File: src/rtl/ro_crp_pkg.sv
// Shared definitions for the RO PUF challenge/response sequencer: FSM state
// encodings, LFSR taps, default seed and parameter defaults.
package ro_crp_pkg;

    localparam int          CHAL_W_DEF    = 34;
    localparam int          RESP_BITS_DEF = 32;
    localparam logic [33:0] DEF_SEED_DEF  = 34'h2_5A5A_5A5A;

    // x^34 + x^27 + x^2 + x + 1 -> feedback from bits 33, 26, 1 and 0
    localparam logic [33:0] LFSR_TAPS = 34'h2_0400_0003;

    typedef logic [2:0] state_t;

    localparam state_t ST_IDLE   = 3'd0;
    localparam state_t ST_PRST   = 3'd1;
    localparam state_t ST_MEAS   = 3'd2;
    localparam state_t ST_SAMPLE = 3'd3;
    localparam state_t ST_OUT    = 3'd4;

    function automatic logic maj3(input logic a, input logic b, input logic c);
        return (a & b) | (a & c) | (b & c);
    endfunction

endpackage

File: src/rtl/crp_lfsr.sv
// Fibonacci LFSR generating PUF challenges; a zero load value selects SEED so
// the register can never lock up at all-zeros.
module crp_lfsr
    import ro_crp_pkg::*;
#(
    parameter int           W    = CHAL_W_DEF,
    parameter logic [W-1:0] SEED = W'(DEF_SEED_DEF),
    parameter logic [W-1:0] TAPS = W'(LFSR_TAPS)
) (
    input  logic         clk,
    input  logic         rst,
    input  logic         load,
    input  logic [W-1:0] load_value,
    input  logic         advance,
    output logic [W-1:0] value
);

    // Load has priority over advance; shift toward the MSB, feedback into bit 0.
    always_ff @(posedge clk or posedge rst) begin
        if (rst) begin
            value <= SEED;
        end else if (load) begin
            value <= (load_value == W'(0)) ? SEED : load_value;
        end else if (advance) begin
            value <= {value[W-2:0], ^(value & TAPS)};
        end else begin
            value <= value;
        end
    end

endmodule

File: src/rtl/ro_crp_sequencer.sv
// Drives an RO PUF array through reset/enable/sample phases and packs one
// response bit per challenge into resp_word. Option: RO_CRP_MAJORITY_VOTE_EN.
module ro_crp_sequencer
    import ro_crp_pkg::*;
#(
    parameter int                CHAL_W      = CHAL_W_DEF,
    parameter int                RESP_BITS   = RESP_BITS_DEF,
    parameter int                MEAS_CYCLES = 1024,
    parameter int                RST_CYCLES  = 4,
    parameter logic [CHAL_W-1:0] DEF_SEED    = CHAL_W'(DEF_SEED_DEF)
) (
    input  logic                 clk,
    input  logic                 reset,
    input  logic                 start,
    input  logic                 seed_load,
    input  logic [CHAL_W-1:0]    seed,
    output logic [CHAL_W-1:0]    chal,
    output logic                 puf_reset,
    output logic                 puf_enable,
    input  logic                 puf_resp,
    output logic [RESP_BITS-1:0] resp_word,
    output logic                 resp_valid,
    input  logic                 resp_ready,
    output logic                 busy
);

    localparam int CNT_MAX = (MEAS_CYCLES > RST_CYCLES) ?
                             ((MEAS_CYCLES > 3) ? MEAS_CYCLES : 3) :
                             ((RST_CYCLES > 3) ? RST_CYCLES : 3);
    localparam int CNT_W   = $clog2(CNT_MAX) + 1;
    localparam int IDX_W   = (RESP_BITS > 1) ? $clog2(RESP_BITS) : 1;

    localparam logic [CNT_W-1:0] RST_LAST  = CNT_W'(RST_CYCLES - 1);
    localparam logic [CNT_W-1:0] MEAS_LAST = CNT_W'(MEAS_CYCLES - 1);
    localparam logic [CNT_W-1:0] SMP_LAST  = CNT_W'(2);
    localparam logic [IDX_W-1:0] LAST_BIT  = IDX_W'(RESP_BITS - 1);

    state_t           state;
    state_t           state_next;
    logic [CNT_W-1:0] cnt;
    logic [IDX_W-1:0] bit_idx;
    logic             sync1;
    logic             sync2;
    logic             sample_done;
    logic             last_meas;
    logic             bit_done;
    logic             bit_val;

    assign sample_done = (state == ST_SAMPLE) && (cnt == SMP_LAST);
    assign bit_done    = sample_done && last_meas;

`ifdef RO_CRP_MAJORITY_VOTE_EN
    logic [1:0] meas_idx;
    logic [1:0] votes;

    assign last_meas = (meas_idx == 2'd2);
    assign bit_val   = maj3(votes[0], votes[1], sync2);

    // Track which of the three measurements is running and keep the first two results.
    always_ff @(posedge clk or posedge reset) begin
        if (reset) begin
            meas_idx <= 2'd0;
            votes    <= 2'b00;
        end else if (state == ST_IDLE) begin
            meas_idx <= 2'd0;
            votes    <= 2'b00;
        end else if (sample_done) begin
            meas_idx <= last_meas ? 2'd0 : meas_idx + 2'd1;
            if (!last_meas) begin
                votes[meas_idx[0]] <= sync2;
            end else begin
                votes <= votes;
            end
        end else begin
            meas_idx <= meas_idx;
            votes    <= votes;
        end
    end
`else
    assign last_meas = 1'b1;
    assign bit_val   = sync2;
`endif

    // puf_resp comes from free-running oscillators, so resynchronise it first.
    always_ff @(posedge clk or posedge reset) begin
        if (reset) begin
            sync1 <= 1'b0;
            sync2 <= 1'b0;
        end else begin
            sync1 <= puf_resp;
            sync2 <= sync1;
        end
    end

    // Next-state decode.
    always_comb begin
        state_next = state;
        case (state)
            ST_IDLE: begin
                if (start) state_next = ST_PRST;
                else       state_next = ST_IDLE;
            end
            ST_PRST: begin
                if (cnt == RST_LAST) state_next = ST_MEAS;
                else                 state_next = ST_PRST;
            end
            ST_MEAS: begin
                if (cnt == MEAS_LAST) state_next = ST_SAMPLE;
                else                  state_next = ST_MEAS;
            end
            ST_SAMPLE: begin
                if (!sample_done)                         state_next = ST_SAMPLE;
                else if (last_meas && bit_idx == LAST_BIT) state_next = ST_OUT;
                else                                      state_next = ST_PRST;
            end
            ST_OUT: begin
                if (resp_valid && resp_ready) state_next = ST_IDLE;
                else                          state_next = ST_OUT;
            end
            default: state_next = ST_IDLE;
        endcase
    end

    // State, phase counter and bit index.
    always_ff @(posedge clk or posedge reset) begin
        if (reset) begin
            state   <= ST_IDLE;
            cnt     <= '0;
            bit_idx <= '0;
        end else begin
            state <= state_next;
            if (state_next != state || state == ST_IDLE || state == ST_OUT) begin
                cnt <= '0;
            end else begin
                cnt <= cnt + CNT_W'(1);
            end
            if (state == ST_IDLE) begin
                bit_idx <= '0;
            end else if (bit_done) begin
                bit_idx <= bit_idx + IDX_W'(1);
            end else begin
                bit_idx <= bit_idx;
            end
        end
    end

    // Outputs are registered from the next state so they switch with it.
    always_ff @(posedge clk or posedge reset) begin
        if (reset) begin
            puf_reset  <= 1'b1;
            puf_enable <= 1'b0;
            busy       <= 1'b0;
            resp_valid <= 1'b0;
        end else begin
            puf_reset  <= (state_next == ST_IDLE) || (state_next == ST_PRST);
            puf_enable <= (state_next == ST_MEAS) || (state_next == ST_SAMPLE);
            busy       <= (state_next != ST_IDLE);
            resp_valid <= (state_next == ST_OUT);
        end
    end

    // Response word: cleared on a new run, one bit written per completed bit.
    always_ff @(posedge clk or posedge reset) begin
        if (reset) begin
            resp_word <= '0;
        end else if (state == ST_IDLE && start) begin
            resp_word <= '0;
        end else if (bit_done) begin
            resp_word[bit_idx] <= bit_val;
        end else begin
            resp_word <= resp_word;
        end
    end

    crp_lfsr #(
        .W    (CHAL_W),
        .SEED (DEF_SEED),
        .TAPS (CHAL_W'(LFSR_TAPS))
    ) u_lfsr (
        .clk        (clk),
        .rst        (reset),
        .load       ((state == ST_IDLE) && seed_load),
        .load_value (seed),
        .advance    (bit_done),
        .value      (chal)
    );

endmodule

File: config.mk
export PLATFORM = sky130hd
export DESIGN_NAME = ro_crp_sequencer
export DESIGN_NICKNAME = d
export VERILOG_FILES = /design/src/rtl/ro_crp_pkg.sv /design/src/rtl/crp_lfsr.sv /design/src/rtl/ro_crp_sequencer.sv
export SDC_FILE = /design/constraint.sdc
export NUM_CORES = 1
export LEC_CHECK = 0
export ABC_CLOCK_PERIOD_IN_PS = 4700
export BUFFER_PORTS_ARGS = -buffer_cell sky130_fd_sc_hd__buf_2
export CAP_MARGIN = 20
export CORE_ASPECT_RATIO = 1.1
export CORE_MARGIN = 2
export CORE_UTILIZATION = 45
export CTS_BUF_LIST = sky130_fd_sc_hd__clkbuf_4 sky130_fd_sc_hd__clkbuf_8
export CTS_CLUSTER_DIAMETER = 80
export CTS_CLUSTER_SIZE = 16
export DETAILED_ROUTE_END_ITERATION = 8
export PLACE_DENSITY = 0.68
export SLEW_MARGIN = 10
export SYNTH_ARGS = -nofsm -noshare
export SYNTH_HDL_FRONTEND = slang
export SYNTH_HIERARCHICAL = 1
export SYNTH_SLANG_ARGS = --single-unit
File: constraint.sdc
create_clock -name clk -period 4.7 [get_ports clk]
set_input_delay 0.94 -clock clk [delete_from_list [all_inputs] [get_ports clk]]
set_output_delay 0.94 -clock clk [all_outputs]
set_load 0.01 [all_outputs]
==> run metrics, run 1 <==
status complete, no violations; # diodes 0; crit start category flip-flop; crit-path cells nor3_1, and4_2, mux2_2, mux2i_1, o31ai_1; critical hold path startpoint sync1; P_int 1.959 mW; most frequent cells in the layout 110 x buf_2, 73 x dfrtp_1, 51 x o21ai_0; Final Non-Filler Cells 702; Die Y 112.2 µm; CP peak stage delay 0.97 ns; initial antenna violation count 0; Final min period 2.799 ns; Congestion Overflow GR 0; drc violations 0; GRT met2 Usage 35.88%; top cells by area, synth dfrtp_1 38%, dfstp_2 9.9%, mux2i_1 7.3%, nand4_1 5.4%, o21ai_0 5.3%; r2r setup slk 1.90 ns; Final HPWL DP 8390 µm; Initial Util 46.08%; met1 Usage GRT 28.95%; number of synthesized flops with an enable pin 0; met3 GRT Util 4.110%; vias per inst 5.741; Mapped Cells 466; setup slack at placement 1.842 ns; Least-Margin Pin Slew 0.9796 ns; r2r startpoint cnt[3]; Post-synth ARST share 100.0%; average wire per standard cell 17.22 µm; Worst Path Buf+Inv 0; RSZ-0062 raised after global routing no; Max Fanout on Critical Path 37; CP endpoint kind flip-flop; dominant cell type by area after synthesis dfrtp_1; final setup TNS 0 ns; post-CTS setup buffer count 0; dpl cells 686; crit path DAT 3.07 ns; clk sinks 91; cts hold-fix bufs 0; post-cts gate resize count 0; CP Class reg -> reg; clock root buffer master clkbuf_8; HP Class reg -> reg; PortBufs 109; crit-path leading delay family simple AND/OR/NAND/NOR gates; CTS buffer count 9; gpl congestion 0.8263; Horiz. Die Dim 102.4 µm; sequential share of the synthesized area 48.01%; Rows 39; PwrDens 545.2 nW/µm²; CTS tree built; proportion of layout cells with a drive suffix above 1 32.20%; post-route ant nets 0; final period utilization 59.56%; GRT Util Overall 21.80%; post-synth design cell area 4790 µm²; fin worst setup slack 1.901 ns; Final Power 3.058 mW; CTS H-tree lvls 3; DRT Pass-1 Iters 6; clock slew at reported path FFs 0.09 ns; synth warn 6; final net count 601; Filler cells 944; commonest non-fill, non-tap cell in the layout buf_2; Reg power frac 42.4%; io pins 110; Primary FF master, synth dfrtp_1; MaxCap Viol Count 0; CP max-delay cell and4_2; vias in the first global route 3983; # setup viols final 0; final hold viol count 0; placed cell area 5365 µm²; Bufs on Longest Clock Path 2; Synth cell types 49; later-pin clock latency in the skew report 0.36 ns; CP required 4.97 ns; NetSw 1.099 mW; Worst Skew 0.01288 ns; Sw Ratio 35.94%; Area Overhead vs Synth 17.08%; post-route cell area 5608 µm²; Logic pwr share 36.8%; first-pass GRT wire length 19780 µm; synthesized area per cell 10.28 µm²; core area 10390 µm²; die footprint 11490 µm²; initial drt markers 209; CP Launch Point cnt[3]; #FFs+latches synth 91; share of the synthesized area in the top cell type 38.14%; Max IR drop VDD 0.2059 mV; detailed-route via count 4030; syn nets 513; Static Leak 2.398 nW; Hold Slack 0.3550 ns; Max transition margin 34.69%; largest net degree at the start of global routing 58; GR peak layer met2; Max Freq 357.2 MHz; Final Core Density 53.95%; wirelength, routed 12090 µm; count of pins over their slew limit 0; Clk pwr share 20.8%
worst paths after layout:
kind | endpoint | depth (start not counted)
max in group asynchronous | resp_word[31] | 3
setup / recovery | u_lfsr/value[3] | 5
hold reg to reg | bit_val | 0
min in group asynchronous | u_lfsr/value[23] | 2
hold / removal | bit_val | 0
setup reg to reg | u_lfsr/value[3] | 5
kinds of logic after synthesis:
kind of cell               share of synthesized area, %
buffers and inverters                             4.728
adders and majority gates                         1.829
and+or+nand+nor                                   18.08
DFF                                               48.01
xor gates and xnor gates                          2.482
muxes                                             11.31
AOI/OAI and AO/OA                                 13.56
worst register-to-register path: cells and delay by family (launching register included):
kind            cells  cell delay [ns]
compound gates      1             0.11
mux                 2             0.63
simple gates        2             1.51
flops               1             0.47
synthesized netlist by cell type, drive strengths merged (2+ instances only):
library cell,instances
or2b,2
inv,9
or4b,2
nor3b,2
nand4,41
nand3,8
nor4bb,6
or3b,2
xor2,2
and4,2
o31ai,18
nand2,22
nor3,7
ha,7
clkbuf,25
nor2,20
o21ai,52
or2,2
mux2,17
a211oi,8
or3,2
a21oi,32
or4,3
dfstp,18
mux2i,35
nor2b,2
and2,4
buf,13
xnor2,9
dfrtp,73
and3b,2
and3,3
nand3b,2
nor4,9
sequential cells by signal, summed over array words and instances (netlist names):
register / cells
u_lfsr/value: 34
puf_enable: 1
busy: 1
bit_idx: 5
sync1: 1
resp_word: 32
bit_val: 1
state: 3
cnt: 11
resp_valid: 1
puf_reset: 1
cell type report:
class,instances,area [µm²],share of cell area [%]
repair buffers,115,588.1,10.49
inverters,9,33.78,0.6024
clock buffers,11,138.9,2.477
multi-input cells,328,2266,40.41
well taps,143,178.9,3.191
flip-flops and latches,91,2300,41.01
clock inverters,5,102.6,1.830
power by group through the flow:
stage / clock (mW) / combinational, mW / sequential [mW]
after global placement: 0 / 1.09 / 1.30
final: 0.635 / 1.13 / 1.30
after global routing: 0.686 / 1.25 / 1.34
after detailed placement: 0 / 1.13 / 1.31
after floorplan: 0 / 0.675 / 1.35
after CTS: 0.649 / 1.13 / 1.30
routing by layer:
metal | up-vias | routed length, µm | part of all wire, %
met5 | - | 0 | 0
met4 | 0 | 210 | 1.7
met3 | 17 | 591 | 4.9
met2 | 119 | 6019 | 50
met1 | 1984 | 5270 | 44
li1 | 1910 | - | -
No activity file was read; power rests on OpenSTA's default activity.
==> run 2: changes to the inputs <==
--- a/config.mk
+++ b/config.mk
@@ -5,7 +5,7 @@
 export SDC_FILE = /design/constraint.sdc
 export NUM_CORES = 1
 export LEC_CHECK = 0
-export ABC_CLOCK_PERIOD_IN_PS = 4700
+export ABC_CLOCK_PERIOD_IN_PS = 2700
 export BUFFER_PORTS_ARGS = -buffer_cell sky130_fd_sc_hd__buf_2
 export CAP_MARGIN = 20
 export CORE_ASPECT_RATIO = 1.1
==> constraint.sdc (replaced) <==
create_clock -name clk -period 2.7 [get_ports clk]
set_input_delay 0.54 -clock clk [delete_from_list [all_inputs] [get_ports clk]]
set_output_delay 0.54 -clock clk [all_outputs]
set_load 0.01 [all_outputs]
==> run 2 against run 1 <==
Clock skew about the same. Final cell count increased by 1.9%. Combinational power increased by 80%. Register-to-register slack got worse by 1.6 ns. Hold slack got worse by 0.090 ns. Cell area increased by 2.3%. Non-clock buffer count increased by 13. Maximum frequency increased by 16%. Largest power group unchanged. Highest routed layer unchanged.
==> run metrics, run 2 (synthesis gave the netlist of run 1 again) <==
Area Overhead vs Synth 19.78% (was 17.08%); post-CTS setup buffer count 0 (unchanged); post-cts gate resize count 0 (unchanged); proportion of layout cells with a drive suffix above 1 33.57% (was 32.20%); r2r startpoint state[0] (was cnt[3]); MaxCap Viol Count 0 (unchanged); core area 10390 µm² (unchanged); clock root buffer master clkbuf_8 (unchanged); Die Y 112.2 µm (unchanged); vias in the first global route 4070 (was 3983); clk sinks 91 (unchanged); first-pass GRT wire length 19860 µm (was 19780 µm); # setup viols final 0 (unchanged); r2r setup slk 0.28 ns (was 1.90 ns); CP peak stage delay 0.72 ns (was 0.97 ns); later-pin clock latency in the skew report 0.37 ns (was 0.36 ns); CP required 2.96 ns (was 4.97 ns); Static Leak 2.472 nW (was 2.398 nW); Final HPWL DP 8429 µm (was 8390 µm); largest registers u_lfsr/value (34), resp_word (32), cnt (11) (unchanged); crit start category flip-flop (unchanged); Max IR drop VDD 0.3612 mV (was 0.2059 mV); critical hold path startpoint puf_resp (was sync1); PortBufs 109 (unchanged); crit path DAT 2.68 ns (was 3.07 ns); GRT Util Overall 21.83% (was 21.80%); Max transition margin 33.68% (was 34.69%); average wire per standard cell 17.24 µm (was 17.22 µm); initial drt markers 184 (was 209); # diodes 0 (unchanged); CP Class reg -> reg (unchanged); RSZ-0062 raised after global routing no (unchanged); CTS buffer count 9 (unchanged); CP Launch Point state[0] (was cnt[3]); met1 Usage GRT 28.44% (was 28.95%); gpl congestion 0.8003 (was 0.8263); count of pins over their slew limit 0 (unchanged); largest net degree at the start of global routing 71 (was 58); Horiz. Die Dim 102.4 µm (unchanged); die footprint 11490 µm² (unchanged); CTS H-tree lvls 3 (unchanged); Initial Util 46.08% (unchanged); CP max-delay cell or4_1 (was and4_2); Largest Register u_lfsr/value (unchanged); PwrDens 950.2 nW/µm² (was 545.2 nW/µm²); final hold viol count 0 (unchanged); crit-path cells nor3_2, and2_2, or2b_2, or4_1, o31ai_1 (was nor3_1, and4_2, mux2_2, mux2i_1, o31ai_1); R2R depth 5 (unchanged); initial antenna violation count 0 (unchanged); drc violations 0 (unchanged); HP Class in -> reg (was reg -> reg); final period utilization 89.60% (was 59.56%); Bufs on Longest Clock Path 2 (unchanged); Worst Skew 0.01260 ns (was 0.01288 ns); Worst Path Buf+Inv 0 (unchanged); FF-to-FF End u_lfsr/value[33] (was u_lfsr/value[3]); GR peak layer met2 (unchanged); Least-Margin Pin Slew 0.9948 ns (was 0.9796 ns); Worst Hold Depth 1 (was 0); status complete, no violations (unchanged); CTS tree built (unchanged); crit-path leading delay family simple AND/OR/NAND/NOR gates (unchanged); final setup TNS 0 ns (unchanged); Final min period 2.419 ns (was 2.799 ns); Final Core Density 55.19% (was 53.95%); vias per inst 5.669 (was 5.741); CP endpoint kind flip-flop (unchanged); most frequent cells in the layout 109 x buf_2, 73 x dfrtp_1, 51 x o21ai_0 (was 110 x buf_2, 73 x dfrtp_1, 51 x o21ai_0); detailed-route via count 4053 (was 4030); Rows 39 (unchanged); Hold EP sync1 (was bit_val); DRT Pass-1 Iters 4 (was 6); io pins 110 (unchanged); Max Freq 413.4 MHz (was 357.2 MHz); Max Fanout on Critical Path 17 (was 37); met3 GRT Util 3.549% (was 4.110%); wirelength, routed 12330 µm (was 12090 µm); final net count 614 (was 601); clock slew at reported path FFs 0.09 ns (about the same); GRT met2 Usage 36.23% (was 35.88%); commonest non-fill, non-tap cell in the layout buf_2 (unchanged); cts hold-fix bufs 0 (unchanged); Congestion Overflow GR 0 (unchanged); max reg flops 34 (unchanged); post-route ant nets 0 (unchanged)
==> run 2: layout make-up <==
| type | count | area, µm² |
|---|---|---|
| multi-input combinational | 328 | 2265 |
| clock inverter | 5 | 107.6 |
| inverter | 9 | 33.78 |
| sequential | 91 | 2300 |
| clock buffer | 11 | 151.4 |
| fill | 901 | 4657 |
| timing repair buffer | 128 | 700.7 |
| tap | 143 | 178.9 |
==> run 2: worst max-delay path by stage <==
| stage | slack (ns) | cells past startpoint | end |
|---|---|---|---|
| after global placement | 0.30 | 4 | u_lfsr/value[14] |
| after floorplan | 0.07 | 9 | u_lfsr/value[27] |
| after global routing | 0.04 | 6 | resp_word[5] |
| final | 0.28 | 5 | u_lfsr/value[33] |
| after CTS | 0.28 | 5 | u_lfsr/value[33] |
| after detailed placement | 0.26 | 4 | u_lfsr/value[33] |
==> run 2: stage by stage <==
stage / cells / cell area, µm² / total power [mW] / hold slack [ns] / worst slack, ns
CTS: 715 / 5737 / 5.488 / 0.2524 / 0.2813
floorplan: 466 / 4791 / 3.520 / 0.3312 / 0.06967
finish: 715 / 5737 / 5.451 / 0.2651 / 0.2808
global route: 715 / 5737 / 5.800 / 0.2520 / 0.04228
global placement: 699 / 5478 / 4.238 / 0.3327 / 0.3044
detailed placement: 699 / 5478 / 4.311 / 0.3363 / 0.2642
==> run 2: per-layer routing <==
metal / wire (µm) / vias up
met5: 0 / -
met4: 231 / 0
met3: 583 / 19
met2: 6181 / 116
met1: 5328 / 1986
li1: - / 1932
==> run 2: worst reg2reg max path: stages (launching register included) <==
cell and delay (ns):
dfrtp_1 0.49, nor3_2 0.24, and2_2 0.18, or2b_2 0.32, or4_1 0.72, o31ai_1 0.38
==> run 2: where the power goes <==
part	switching, mW	internal [mW]	total [mW]
clock	0.501	0.671	1.17
sequential	0.364	1.89	2.25
combinational	1.09	0.935	2.03
total	1.96	3.49	5.45
